[src/rtl/mem_arbiter.sv]
`default_nettype none
// +--------------------------------------------------------------------------+
// | mem_arbiter: arbitrates icache/dcache requests onto a single-port RAM,    |
// | with bounded-latency timeout and sticky error flag.   Rev 1.0             |
// +--------------------------------------------------------------------------+
module mem_arbiter #(
  parameter int TIMEOUT = 64
) (
  input  logic        CLK,
  input  logic        nRST,
  input  logic        iREN,
  input  logic [31:0] iaddr,
  input  logic        dREN,
  input  logic        dWEN,
  input  logic [31:0] daddr,
  input  logic [31:0] dstore,
  output logic        iwait,
  output logic [31:0] iload,
  output logic        dwait,
  output logic [31:0] dload,
  output logic        ramREN,
  output logic        ramWEN,
  output logic [31:0] ramaddr,
  output logic [31:0] ramstore,
  input  logic [31:0] ramload,
  input  logic [1:0]  ramstate,
  output logic        memerr
);

  localparam int                 c_CNT_W      = (TIMEOUT > 2) ? $clog2(TIMEOUT) : 1;
  localparam logic [c_CNT_W-1:0] c_CNT_MAX    = c_CNT_W'(TIMEOUT - 1);
  localparam logic [1:0]         c_RAM_ACCESS = 2'd2;
  localparam logic [1:0]         c_RAM_ERROR  = 2'd3;
  localparam logic [31:0]        c_ERR_WORD   = 32'hBAD1_BAD1;

  typedef enum logic [1:0] {
    IDLE   = 2'd0,
    IFETCH = 2'd1,
    DLOAD  = 2'd2,
    DSTORE = 2'd3
  } state_t;

  state_t             r_state;
  state_t             w_next;
  logic [31:0]        r_addr;
  logic [31:0]        r_data;
  logic [c_CNT_W-1:0] r_cnt;
  logic               r_memerr;

  logic w_own_req;
  logic w_active;
  logic w_access;
  logic w_error;
  logic w_done;

  // The request line of the current owner; dropping it aborts the transaction.
  always_comb begin
    w_own_req = 1'b0;
    case (r_state)
      IFETCH:  w_own_req = iREN;
      DLOAD:   w_own_req = dREN;
      DSTORE:  w_own_req = dWEN;
      default: w_own_req = 1'b0;
    endcase
  end

  assign w_active = (r_state != IDLE) && w_own_req;
  assign w_access = w_active && (ramstate == c_RAM_ACCESS);
  // ACCESS beats a simultaneous timeout; ERROR and timeout together collapse into one completion.
  assign w_error  = w_active && !w_access &&
                    ((ramstate == c_RAM_ERROR) || (r_cnt == c_CNT_MAX));
  assign w_done   = w_access || w_error;

  always_comb begin
    w_next = r_state;
    case (r_state)
      IDLE: begin
        if (dWEN)      w_next = DSTORE;
        else if (dREN) w_next = DLOAD;
        else if (iREN) w_next = IFETCH;
      end
      default: begin
        if (!w_own_req || w_done) w_next = IDLE;
      end
    endcase
  end

  always_comb begin
    iwait    = 1'b1;
    dwait    = 1'b1;
    iload    = '0;
    dload    = '0;
    ramREN   = 1'b0;
    ramWEN   = 1'b0;
    ramaddr  = '0;
    ramstore = '0;
    if (r_state != IDLE) ramaddr = r_addr;
    if (r_state == DSTORE) begin
      ramstore = r_data;
      ramWEN   = w_own_req;
    end
    if ((r_state == DLOAD) || (r_state == IFETCH)) ramREN = w_own_req;
    if (w_done) begin
      if (r_state == IFETCH) begin
        iwait = 1'b0;
        iload = w_error ? c_ERR_WORD : ramload;
      end else begin
        dwait = 1'b0;
        if (w_error)               dload = c_ERR_WORD;
        else if (r_state == DLOAD) dload = ramload;
      end
    end
  end

  always_ff @(posedge CLK or negedge nRST) begin
    if (!nRST) begin
      r_state  <= IDLE;
      r_addr   <= '0;
      r_data   <= '0;
      r_cnt    <= '0;
      r_memerr <= 1'b0;
    end else begin
      r_state <= w_next;
      if (w_error) r_memerr <= 1'b1;
      if (r_state == IDLE) begin
        r_cnt <= '0;
        if (dWEN) begin
          r_addr <= daddr;
          r_data <= dstore;
        end else if (dREN) begin
          r_addr <= daddr;
        end else if (iREN) begin
          r_addr <= iaddr;
        end
      end else if (w_next == IDLE) begin
        r_cnt <= '0;
      end else if ((ramstate != c_RAM_ACCESS) && (ramstate != c_RAM_ERROR) &&
                   (r_cnt != c_CNT_MAX)) begin
        r_cnt <= r_cnt + c_CNT_W'(1);
      end
    end
  end

  assign memerr = r_memerr;

endmodule
`default_nettype wire

[config.mk]
export PLATFORM = sky130hd
export DESIGN_NAME = mem_arbiter
export DESIGN_NICKNAME = d
export VERILOG_FILES = /design/src/rtl/mem_arbiter.sv
export SDC_FILE = /design/constraint.sdc
export NUM_CORES = 1
export LEC_CHECK = 0
export ABC_AREA = 1
export CORE_MARGIN = 2
export CORE_UTILIZATION = 41
export CTS_CLUSTER_SIZE = 12
export DETAILED_ROUTE_END_ITERATION = 8
export PLACE_DENSITY = 0.88
export SETUP_SLACK_MARGIN = 0.3
export SLEW_MARGIN = 30
export SYNTH_ARGS = -nofsm -noshare
export SYNTH_HDL_FRONTEND = slang
export SYNTH_SLANG_ARGS = --single-unit
[constraint.sdc]
create_clock -name CLK -period 3.55 [get_ports CLK]
set_input_delay 0.5325 -clock CLK [delete_from_list [all_inputs] [get_ports CLK]]
set_output_delay 0.5325 -clock CLK [all_outputs]
set_load 0.005 [all_outputs]
==> impl_results.md, run 1 <==
- ANT cells: 0
- Initial DRC count: 441
- Grt ovf: 0
- Buffers from clock root to sink, at most: 2
- Vias: 4867
- Outcome: finished clean
- Core area: 10320 µm²
- Met1 WL: 5.087 mm
- Synth warn: 0
- P_int: a little under 3 mW
- Initial antenna violation count: 0
- Cell taking the most area after synthesis: dfrtp_1
- Clock net sink count: 73
- Fillers: 772
- FMAX: between 300 and 400 MHz
- Clock network power share: ~15%
- Initial core utilization: between 40% and 50%
- Pin count of the biggest net entering global routing: 53
- Sequential cell area: about 1800 µm²
- GPL Wtd Cong: around 0.79
- Share of the synthesized area in the top cell type: 42.03%
- CP required: 3.02 ns
- RSZ-0062 raised after global routing: yes
- Syn_area_per_cell: 7.405 µm²
- Minimum clock period after layout: 3.083 ns
- Worst path arrival time: between 2 and 3 ns
- Met2 WL: 7.477 mm
- Maximum VDD drop: between 0.5 and 0.6 mV
- Vias in the first global route: about 4700
- Uppermost layer routed: met4
- Routed Wire Length: 14.19 mm
- Reg power frac: 31.5%
- Nature of the critical path startpoint: register
- Clock root buffer: clkbuf_8
- Max Slew Vio Count: 0
- CTS tree: done
- Post-synth EDFFs: 0
- Hpwl dp: 10.86 mm
- Mapped cell area: 4347 µm²
- Seq/Total Area, Yosys: 42.03%
- Synthesized instance count: ~590
- Max_cap viols: 0
- Die area: ~11000 µm²
- Wire length on met3: 1.144 mm
- Worst Tran Pin Value: 0.7304 ns
- Area of the multi-input gates: 2036 µm²
- Avg Vias per Cell: 4.946
- Final Skew: 0.003360 ns
- Htree depth: 3
- Die Y: 107.0 µm
- Total Negative Setup Slacks: 0 ns
- CP Class: register to output pin
- Post-synthesis cell type count: 25
- Yosys reg bits: 73
- Async SR Flop Fraction: 100.0%
- Pwr Total: 4.553 mW
- Slew HR: about half
- Final-report setup violation count: 0
- # DRC: 0
- Nets@finish: 984
- Area growth syn-to-layout: 69.63%
- Row cnt: 37
- DIE WIDTH: 107.0 µm
- Sw Share: 35.22%
- CP Max Fanout: 14
- Top post-synthesis cells by area: dfrtp_1, nor2_1, nand2_1, mux2_2, inv_1
- Top cells by count, synth: nor2_1, nand2_1, inv_1
- # IOs: 268
- Switch Pwr: 1.604 mW
- Fin crit share: between 80 and 90%
- Drt wl/cell: 14.42 µm
- Port bufs: 267
- Hold Path Class: input pin to asynchronous set/reset pin
- R2r setup slk: about 1.5 ns
- Combinational power share: 53.2%
- Synth Flop Type: dfrtp_1
- Clock latency on the worst-skew pair: 0.35 ns
- Cts bufs inserted: 9
- Fraction of layout cells with a size suffix above 1: between 9 and 10%
- Power density cells: between 600 and 700 nW/µm²
- Hold buffers post-CTS: 0
- Count leader, synth: nor2_1
- Syn nets: 727
- Detailed Routing Iterations Pass 1: 5
- CTS clk-pin slew, worst paths: 0.07 ns
- Gr usage total: 24.92%
- Antenna Nets Post-Route: 0
- Leakage: ~3.4 nW
- First-pass GRT wire length: 22.51 mm
- Crit. End Element: output pin
- Final hold violation count: 0
-- through the flow --
stage / cell area (µm²) / util (%) / cells / hold slack [ns] / worst slack, ns
3_3_place_gp: 7102 / 68.79 / 964 / 0.4524 / 0.3867
6_report: 7373 / 71.42 / 984 / 0.2267 / 0.4675
4_1_cts: 7318 / 70.89 / 979 / 0.2356 / 0.3374
3_5_place_dp: 7102 / 68.79 / 964 / 0.4701 / 0.2630
5_1_grt: 7373 / 71.42 / 984 / 0.2729 / 0.2610
2_1_floorplan: 4347 / - / 587 / 0.2369 / 1.423
-- cells in the final DEF (no fill, tap or decap) --
| cell type | instances |
|---|---|
| a21oi_1 | 18 |
| a21oi_4 | 1 |
| a31oi_1 | 32 |
| buf_12 | 1 |
| buf_2 | 1 |
| buf_4 | 18 |
| buf_6 | 1 |
| bufinv_16 | 1 |
| clkbuf_8 | 13 |
| clkdlybuf4s50_1 | 266 |
| clkinv_2 | 1 |
| clkinvlp_4 | 1 |
| dfrtp_1 | 73 |
| ha_1 | 4 |
| ha_2 | 1 |
| inv_1 | 72 |
| inv_2 | 4 |
| mux2_2 | 32 |
| nand2_1 | 112 |
| nand2_2 | 3 |
| nand3_1 | 6 |
| nand3_2 | 1 |
| nand3b_1 | 1 |
| nor2_1 | 123 |
| nor2_2 | 3 |
| nor3_1 | 18 |
| o21ai_0 | 34 |
| o21ai_4 | 2 |
| xnor2_1 | 2 |
| xor2_1 | 3 |
-- worst max-delay path: stages, from the launching register on --
cell and delay [ns]:
dfrtp_1 0.42, inv_1 0.12, ha_2 0.23, nand2_1 0.07, nand3_1 0.10, nand2_2 0.08, inv_2 0.09, nand2_2 0.06
nor2_2 0.14, nand2_2 0.19, nor2_1 0.17, clkdlybuf4s50_1 0.52
-- area by class of cell --
cell class / instances / area share [%]
Sequential cell: 73 / 24.78
Clock inverter: 2 / 0.4751
Tap cell: 136 / 2.308
Multi-Input combinational cell: 396 / 27.61
Timing Repair Buffer: 287 / 38.44
Clock buffer: 13 / 2.427
Inverter: 77 / 3.971
-- power groups by stage --
stage / logic [mW] / registers (mW) / clock network, mW
2_1_floorplan: 1.24 / 1.38 / 0
5_1_grt: 2.66 / 1.48 / 0.750
6_report: 2.42 / 1.43 / 0.697
4_1_cts: 2.43 / 1.43 / 0.713
3_3_place_gp: 2.34 / 1.41 / 0
3_5_place_dp: 2.41 / 1.45 / 0
-- sequential cells by signal, indices dropped and copies added (netlist names) --
register and flops:
r_data 32, r_addr 32, r_state 2, memerr 1, r_cnt 6
-- cell families after synthesis --
| group | after synthesis | synth area share [%] |
|---|---|---|
| AOI/OAI and AO/OA | 87 | 11.54 |
| xor gates and xnor gates | 5 | 1.008 |
| adders and majority gates | 5 | 1.439 |
| buffers and inverters | 118 | 11.43 |
| DFF | 73 | 42.03 |
| muxes | 32 | 8.290 |
| and+or+nand+nor | 267 | 24.27 |
-- layer usage --
layer  up-vias  track usage (%)
met4         0            11.32
met5         -                0
met2       220            45.09
li1       2346                -
met3        34            7.052
met1      2267            26.85
-- final timing paths --
check,start,endpoint,depth (start not counted)
min in group CLK,memerr,memerr,2
max reg2reg,r_state[0],r_data[5],6
max in group asynchronous,nRST,r_addr[16],2
max,r_state[1],dload[17],11
min,nRST,r_addr[19],1
min reg2reg,memerr,memerr,2
-- repair_timing --
item | 4_1_cts | 5_1_grt
gates cloned | 0 | 0
setup endpoints to repair | 15 | 57
buffers inserted | 0 | 5
resized for setup | 1 | 5
pin swaps | 0 | 0
(Power assumes the default switching activity.)
==> run 2: changes to the inputs <==
--- a/config.mk
+++ b/config.mk
@@ -12,6 +12,7 @@
 export DETAILED_ROUTE_END_ITERATION = 8
 export PLACE_DENSITY = 0.88
 export SETUP_SLACK_MARGIN = 0.3
+export SKIP_LAST_GASP = 1
 export SLEW_MARGIN = 30
 export SYNTH_ARGS = -nofsm -noshare
 export SYNTH_HDL_FRONTEND = slang
==> results of run 2 <==
Same layout as run 1: the final DEF is identical, and so are final timing and power.
